==> src/rtl/acc_row_drain_pkg.sv <==
// Shared types for the accumulator read path: bank state encoding and element type.
package tpu_pkg;

  localparam int DATA_W = 8;

  typedef enum logic [1:0] {
    BANK_EMPTY,
    BANK_FILLING,
    BANK_FULL,
    BANK_DRAINING
  } bank_state_t;

  typedef logic [DATA_W-1:0] acc_elem_t;

  function automatic logic bank_can_write(input bank_state_t s);
    return (s == BANK_EMPTY) || (s == BANK_FILLING);
  endfunction

  function automatic logic bank_can_read(input bank_state_t s);
    return (s == BANK_FULL) || (s == BANK_DRAINING);
  endfunction

endpackage

==> src/rtl/acc_row_drain_if.sv <==
// Element stream in from the systolic array and row stream out to the consumer.
interface acc_row_drain_if #(
  parameter int DATA_W = tpu_pkg::DATA_W
);

  logic              in_valid;
  logic [DATA_W-1:0] in_data;
  logic              in_ready;
  logic              out_valid;
  logic [DATA_W-1:0] out_data;
  logic              out_last;
  logic              out_ready;

  // The drain block is the slave; the array/consumer side is the master.
  modport slave (
    input  in_valid,
    input  in_data,
    output in_ready,
    output out_valid,
    output out_data,
    output out_last,
    input  out_ready
  );

  modport master (
    output in_valid,
    output in_data,
    input  in_ready,
    input  out_valid,
    input  out_data,
    input  out_last,
    output out_ready
  );

endinterface

==> src/rtl/acc_row_drain_bank.sv <==
// One row bank: storage for ROW_LEN elements plus its EMPTY/FILLING/FULL/DRAINING state.
module acc_row_bank #(
  parameter int DATA_W  = tpu_pkg::DATA_W,
  parameter int ROW_LEN = 2
) (
  input  logic                clk,
  input  logic                reset,
  input  logic                wr_en,
  input  logic [DATA_W-1:0]   wr_data,
  input  logic                rd_en,
  output tpu_pkg::bank_state_t state,
  output logic [DATA_W-1:0]   rd_data,
  output logic                wr_last,
  output logic                rd_last
);

  import tpu_pkg::*;

  localparam int IDX_W = (ROW_LEN > 1) ? $clog2(ROW_LEN) : 1;
  localparam logic [IDX_W-1:0] LAST_IDX = IDX_W'(ROW_LEN - 1);

  logic [DATA_W-1:0] mem [ROW_LEN];
  logic [IDX_W-1:0]  wr_idx;
  logic [IDX_W-1:0]  rd_idx;

  // Writes and reads are mutually exclusive by state, so one branch per edge.
  always_ff @(posedge clk) begin
    if (reset) begin
      state  <= BANK_EMPTY;
      wr_idx <= '0;
      rd_idx <= '0;
      for (int i = 0; i < ROW_LEN; i++) begin
        mem[i] <= '0;
      end
    end else if (wr_en && bank_can_write(state)) begin
      mem[wr_idx] <= wr_data;
      if (wr_idx == LAST_IDX) begin
        state  <= BANK_FULL;
        wr_idx <= '0;
      end else begin
        state  <= BANK_FILLING;
        wr_idx <= wr_idx + IDX_W'(1);
      end
    end else if (rd_en && bank_can_read(state)) begin
      if (rd_idx == LAST_IDX) begin
        state  <= BANK_EMPTY;
        rd_idx <= '0;
      end else begin
        state  <= BANK_DRAINING;
        rd_idx <= rd_idx + IDX_W'(1);
      end
    end
  end

  assign rd_data = mem[rd_idx];
  assign wr_last = (wr_idx == LAST_IDX);
  assign rd_last = (rd_idx == LAST_IDX);

endmodule

==> src/rtl/acc_row_drain.sv <==
// Double-banked row capture: one bank fills from the array while the other drains.
module acc_row_drain #(
  parameter int DATA_W  = tpu_pkg::DATA_W,
  parameter int ROW_LEN = 2,
  parameter int CNT_W   = 16
) (
  input  logic                       clk,
  input  logic                       reset,
  acc_row_drain_if.slave             bus,
  output logic                       full,
  output logic                       empty,
  output logic                       overflow,
  output logic [CNT_W-1:0]           rows_done
);

  import tpu_pkg::*;

  bank_state_t       bank_state [2];
  logic [DATA_W-1:0] bank_rd_data [2];
  logic              bank_wr_last [2];
  logic              bank_rd_last [2];
  logic              bank_wr_en [2];
  logic              bank_rd_en [2];

  logic wr_bank;
  logic rd_bank;
  logic wr_fire;
  logic rd_fire;
  logic wr_row_done;
  logic rd_row_done;

  for (genvar b = 0; b < 2; b++) begin : g_bank
    acc_row_bank #(
      .DATA_W (DATA_W),
      .ROW_LEN(ROW_LEN)
    ) u_bank (
      .clk    (clk),
      .reset  (reset),
      .wr_en  (bank_wr_en[b]),
      .wr_data(bus.in_data),
      .rd_en  (bank_rd_en[b]),
      .state  (bank_state[b]),
      .rd_data(bank_rd_data[b]),
      .wr_last(bank_wr_last[b]),
      .rd_last(bank_rd_last[b])
    );
  end

  // Handshakes depend only on registered bank state; a freed bank accepts next cycle.
  assign bus.in_ready  = bank_can_write(bank_state[wr_bank]);
  assign bus.out_valid = bank_can_read(bank_state[rd_bank]);
  assign bus.out_data  = bank_rd_data[rd_bank];
  assign bus.out_last  = bus.out_valid && bank_rd_last[rd_bank];

  assign wr_fire     = bus.in_valid && bus.in_ready;
  assign rd_fire     = bus.out_valid && bus.out_ready;
  assign wr_row_done = wr_fire && bank_wr_last[wr_bank];
  assign rd_row_done = rd_fire && bank_rd_last[rd_bank];

  assign bank_wr_en[0] = wr_fire && (wr_bank == 1'b0);
  assign bank_wr_en[1] = wr_fire && (wr_bank == 1'b1);
  assign bank_rd_en[0] = rd_fire && (rd_bank == 1'b0);
  assign bank_rd_en[1] = rd_fire && (rd_bank == 1'b1);

  assign full  = bank_can_read(bank_state[0]) && bank_can_read(bank_state[1]);
  assign empty = (bank_state[0] == BANK_EMPTY) && (bank_state[1] == BANK_EMPTY);

  // Bank selects alternate per row, so rows leave in the order they arrived.
  always_ff @(posedge clk) begin
    if (reset) begin
      wr_bank   <= 1'b0;
      rd_bank   <= 1'b0;
      overflow  <= 1'b0;
      rows_done <= '0;
    end else begin
      if (wr_row_done) begin
        wr_bank <= ~wr_bank;
      end
      if (rd_row_done) begin
        rd_bank   <= ~rd_bank;
        rows_done <= rows_done + CNT_W'(1);
      end
      if (bus.in_valid && !bus.in_ready) begin
        overflow <= 1'b1;
      end
    end
  end

endmodule

==> src/flat_wrapper.sv <==
// flat-port wrapper written by rule: the top's interface ports become plain ports
module acc_row_drain_flat import tpu_pkg::*;
#(
  parameter int DATA_W  = tpu_pkg::DATA_W,
  parameter int ROW_LEN = 2,
  parameter int CNT_W   = 16
)
  (clk, reset, full, empty, overflow, rows_done, bus_in_valid, bus_in_data, bus_in_ready, bus_out_valid, bus_out_data, bus_out_last, bus_out_ready);
  acc_row_drain_if #(.DATA_W(DATA_W)) bus_i ();
  input  logic clk;
  input  logic reset;
  output logic full;
  output logic empty;
  output logic overflow;
  output logic [CNT_W-1:0] rows_done;
  input wire logic [$bits(bus_i.in_valid)-1:0] bus_in_valid;
  input wire logic [$bits(bus_i.in_data)-1:0] bus_in_data;
  output wire logic [$bits(bus_i.in_ready)-1:0] bus_in_ready;
  output wire logic [$bits(bus_i.out_valid)-1:0] bus_out_valid;
  output wire logic [$bits(bus_i.out_data)-1:0] bus_out_data;
  output wire logic [$bits(bus_i.out_last)-1:0] bus_out_last;
  input wire logic [$bits(bus_i.out_ready)-1:0] bus_out_ready;
  assign bus_i.in_valid = bus_in_valid;
  assign bus_i.in_data = bus_in_data;
  assign bus_in_ready = bus_i.in_ready;
  assign bus_out_valid = bus_i.out_valid;
  assign bus_out_data = bus_i.out_data;
  assign bus_out_last = bus_i.out_last;
  assign bus_i.out_ready = bus_out_ready;
  acc_row_drain #(.DATA_W(DATA_W), .ROW_LEN(ROW_LEN), .CNT_W(CNT_W)) u_core (.clk(clk), .reset(reset), .bus(bus_i), .full(full), .empty(empty), .overflow(overflow), .rows_done(rows_done));
endmodule
==> config.mk <==
export PLATFORM = sky130hd
export DESIGN_NAME = acc_row_drain_flat
export DESIGN_NICKNAME = d
export VERILOG_FILES = /design/src/rtl/acc_row_drain_pkg.sv /design/src/rtl/acc_row_drain_if.sv /design/src/rtl/acc_row_drain_bank.sv /design/src/rtl/acc_row_drain.sv /design/src/flat_wrapper.sv
export SDC_FILE = /design/constraint.sdc
export NUM_CORES = 1
export LEC_CHECK = 0
export CAP_MARGIN = 20
export CORE_UTILIZATION = 49
export CTS_CLUSTER_SIZE = 40
export DETAILED_ROUTE_END_ITERATION = 6
export GPL_TIMING_DRIVEN = 1
export PLACE_DENSITY = 0.82
export SYNTH_ARGS = -nofsm -noshare
export SYNTH_HDL_FRONTEND = slang
export SYNTH_HIERARCHICAL = 1
export SYNTH_SLANG_ARGS = --single-unit
==> constraint.sdc <==
create_clock -name clk -period 2 [get_ports clk]
set_input_delay 0.4 -clock clk [delete_from_list [all_inputs] [get_ports clk]]
set_output_delay 0.4 -clock clk [all_outputs]
set_load 0.01 [all_outputs]
==> results.tsv <==
stage	metric	value	unit
clock_tree	cts_tree	yes	
worst_setup_path	cpMostUsedCell	mux2_2	
drt	antenna_left	0	
worst_setup_path	crit_fanout	8	
sta	finalWorstSetupSlack	0.0526	ns
sta	fin_tns_setup	0	ns
place	dp.final_hpwl	4370	microns
sta	hold_viol_final	0	
floorplan	rows	27	
synthesis	ys_seq_area_frac	0.541	
clock_tree	htreeDepth	3	
place	place_ws	-0.184	ns
synthesis	ys_async_sr_fraction	0	
worst_setup_path	critical_path.top_delay_family	multiplexers	
pwr	p_leak	1.44	nW
sta	slew_headroom	0.573	
worst_setup_path	ff2ff_setup_slack	0.26	ns
layout	fin_util	0.673	
grt	grt_first_pass_wirelength	10400	microns
worst_setup_path	start_kind	flop	
grt	grt-ovfl-total	0	
sta	min_period	1.95	ns
synthesis	syn_area	2850	sq um
flow_run	max-cap-violations	0	
pwr	ir_drop	0.000645	V
synthesis	syn_inst	251	
drt	wirelength	6270	microns
worst_setup_path	required	1.60	ns
clock_tree	post_cts_buffers	0	
clock_tree	clkTransAtPathRegs	0.07	ns
synthesis	ys.flop_type	edfxtp_1	
synthesis	synth-seq-cells	61	
worst_setup_path	crit_path_end_kind	output pin	
pwr	finalPower	2.80	mW
worst_setup_path	cp.arrival	1.55	ns
layout	layout-drive-gt1-share	0.295	
drt	via_per_inst	5.39	
place	gp_congestion	0.775	
grt	grtUsageTotal	0.227	
worst_setup_path	worstSetupPathType	reg -> out	
clock_tree	cts_sinks	61	
grt	use_met2	0.401	
clock_tree	cts-root-buf	clkbuf_8	
floorplan	core	5570	sq um
drt	routed-via-count	2163	
synthesis	synth.avg_cell_area	11.4	sq um
worst_setup_path	critPathSlowestCell	dfxtp_2	
grt	grt_pass1_vias	2230	
layout	area_delta_synth_final	31.5	%
floorplan	fp.dieH	78.3	microns
grt	grt_util_met3	0.0523	
grt	use_met1	0.260	
drt	drc	0	
clock_tree	cts_buffers	9	
synthesis	yosysWarningCount	6	
place	portBuffers	41	
sta	setup_viol	0	
floorplan	initial_core_util	0.512	
floorplan	dieWidth	78.3	microns
synthesis	synth-edff-count	32	
hold_path	hp-class	reg -> reg	
sta	report.final.slew_viol_count	0	
sta	worstMarginPinSlew	0.638	ns
grt	grt_busiest_layer	met2	
worst_setup_path	path_buf_inv	2	
sta	skew	0.00786	ns
synthesis	synth_nets	264	
floorplan	io_pins	42	
clock_tree	ctsResizeCount	42	
grt	grt_max_degree	16	
layout	fin_nets	337	
clock_tree	clock_latency	0.34	ns
worst_setup_path	worst_path_largest_cell_delay	0.34	ns
drt	drtPass1Iterations	4	
pwr	power.density	746	nW/um^2
clock_tree	clock_path_buffers	2	
worst_setup_path	crit_chain	buf_12, mux2_2, mux2_2, buf_2	
sta	max_freq	514	MHz
drt	route.detailed.wl_per_inst	15.6	microns
clock_tree	cts_hold_buf	0	
grt	antenna_found_initial	0	
layout	n_antenna_cell	0	
floorplan	die-area	6130	sq um
sta	fin_crit_sh	0.974	
drt	drtIter0Drc	79	
synthesis	ys_types	45	
outcome	status	completed	
## Yosys cell counts (3+ instances only)
cell type  instances  area (sq um)
and2_1            33           206
dfxtp_1           29           581
a21oi_1           12          60.1
or4_1              7          52.6
nand4_1            3          18.8
nor3b_1            4          30.0
o31ai_1            6          45.0
clkbuf_1           3          11.3
mux2_2            25           282
o21ai_0            8          40.0
or3_1              3          18.8
buf_2              4          20.0
edfxtp_1          32           961
inv_1              4          15.0
and3_1             3          18.8
nor2_1            12          45.0
nand3_1            5          25.0
nand2_1           14          52.6
buf_6              3          33.8
xor2_1             5          43.8
nor2b_1            4          25.0
## worst paths after layout
check / from / to / cells after the start
worst max register to register: u_core/g_bank[0].u_bank/rd_last / u_core/rows_done[5] / 5
worst min register to register: u_core/overflow / u_core/overflow / 1
worst min-delay path: u_core/overflow / u_core/overflow / 1
worst max-delay path: flop / bus_out_data[7] / 4
## flip-flops by register name, summed over array words and instances, names as in the netlist, named ones only
| register | flops |
|---|---|
| u_core/g_bank.u_bank/rd_last | 2 |
| u_core/g_bank.u_bank/state | 4 |
| u_core/rd_bank | 1 |
| u_core/g_bank.u_bank/wr_last | 2 |
| u_core/rows_done | 16 |
| u_core/wr_bank | 1 |
| u_core/overflow | 1 |
| u_core/g_bank.u_bank/mem | 32 |
## per-stage QoR
step | hold slack [ns] | area (sq um) | cells
finish | 0.495 | 3750 | 401
floorplan | 0.469 | 2850 | 251
CTS | 0.492 | 3740 | 401
detailed placement | 0.472 | 3570 | 385
global placement | 0.467 | 3570 | 385
global route | 0.520 | 3750 | 401
## metal layers
| metal | share of wire | up-vias |
|---|---|---|
| li1 | - | 1064 |
| met1 | 0.44 | 1052 |
| met2 | 0.51 | 41 |
| met3 | 0.035 | 6 |
| met4 | 0.014 | 0 |
| met5 | 0 | - |
## cell families after synthesis
kind of cell,count (synthesis),synth area share
AND/OR/NAND/NOR,101,0.211
flip-flops,61,0.541
AO/OA/AOI/OAI,38,0.0878
multiplexers,26,0.102
buffers and inverters,17,0.0320
XOR/XNOR,7,0.0215
adder cells (fa/ha/maj),1,0.00439
## area by class of cell
cell class / count / area [sq um]
tap: 72 / 90.1
multi-input combinational: 173 / 1230
fill: 414 / 1820
clock inverter: 7 / 75.1
timing repair buffer: 73 / 659
sequential: 61 / 1550
clock buffer: 9 / 124
inverter: 6 / 22.5
## worst register-to-register path, stage by stage, from the launching register on
cell,delay [ns]
dfxtp_1,0.43
and4b_2,0.32
o2111ai_2,0.18
buf_4,0.22
or4_1,0.46
nand2_1,0.07
## layout by cell type, fill, tap and decap left out, drive strengths merged, types with 2 or more instances in the layout
cell	n
buf	40
clkinv	5
inv	7
mux2	25
nand2	14
a31o	2
o2111ai	2
xnor2	2
a21oi	12
nor3b	4
nand3	5
and3	3
clkdlybuf4s50	29
or3	3
nand2b	2
a21o	2
and2	33
nand4	3
nor2	13
or4	7
dlygate4sd2	4
nor4	2
clkbuf	9
edfxtp	32
xor2	5
nor2b	5
and4	2
o31ai	6
o21ai	8
a311oi	2
dfxtp	29
## power breakdown
part / leakage [nW] / internal [mW] / switching [mW]
clock network: 0.104 / 0.581 / 0.513
registers: 0.572 / 1.38 / 0.0292
logic: 0.765 / 0.159 / 0.135
total: 1.44 / 2.12 / 0.677
(Power assumes the default switching activity.)
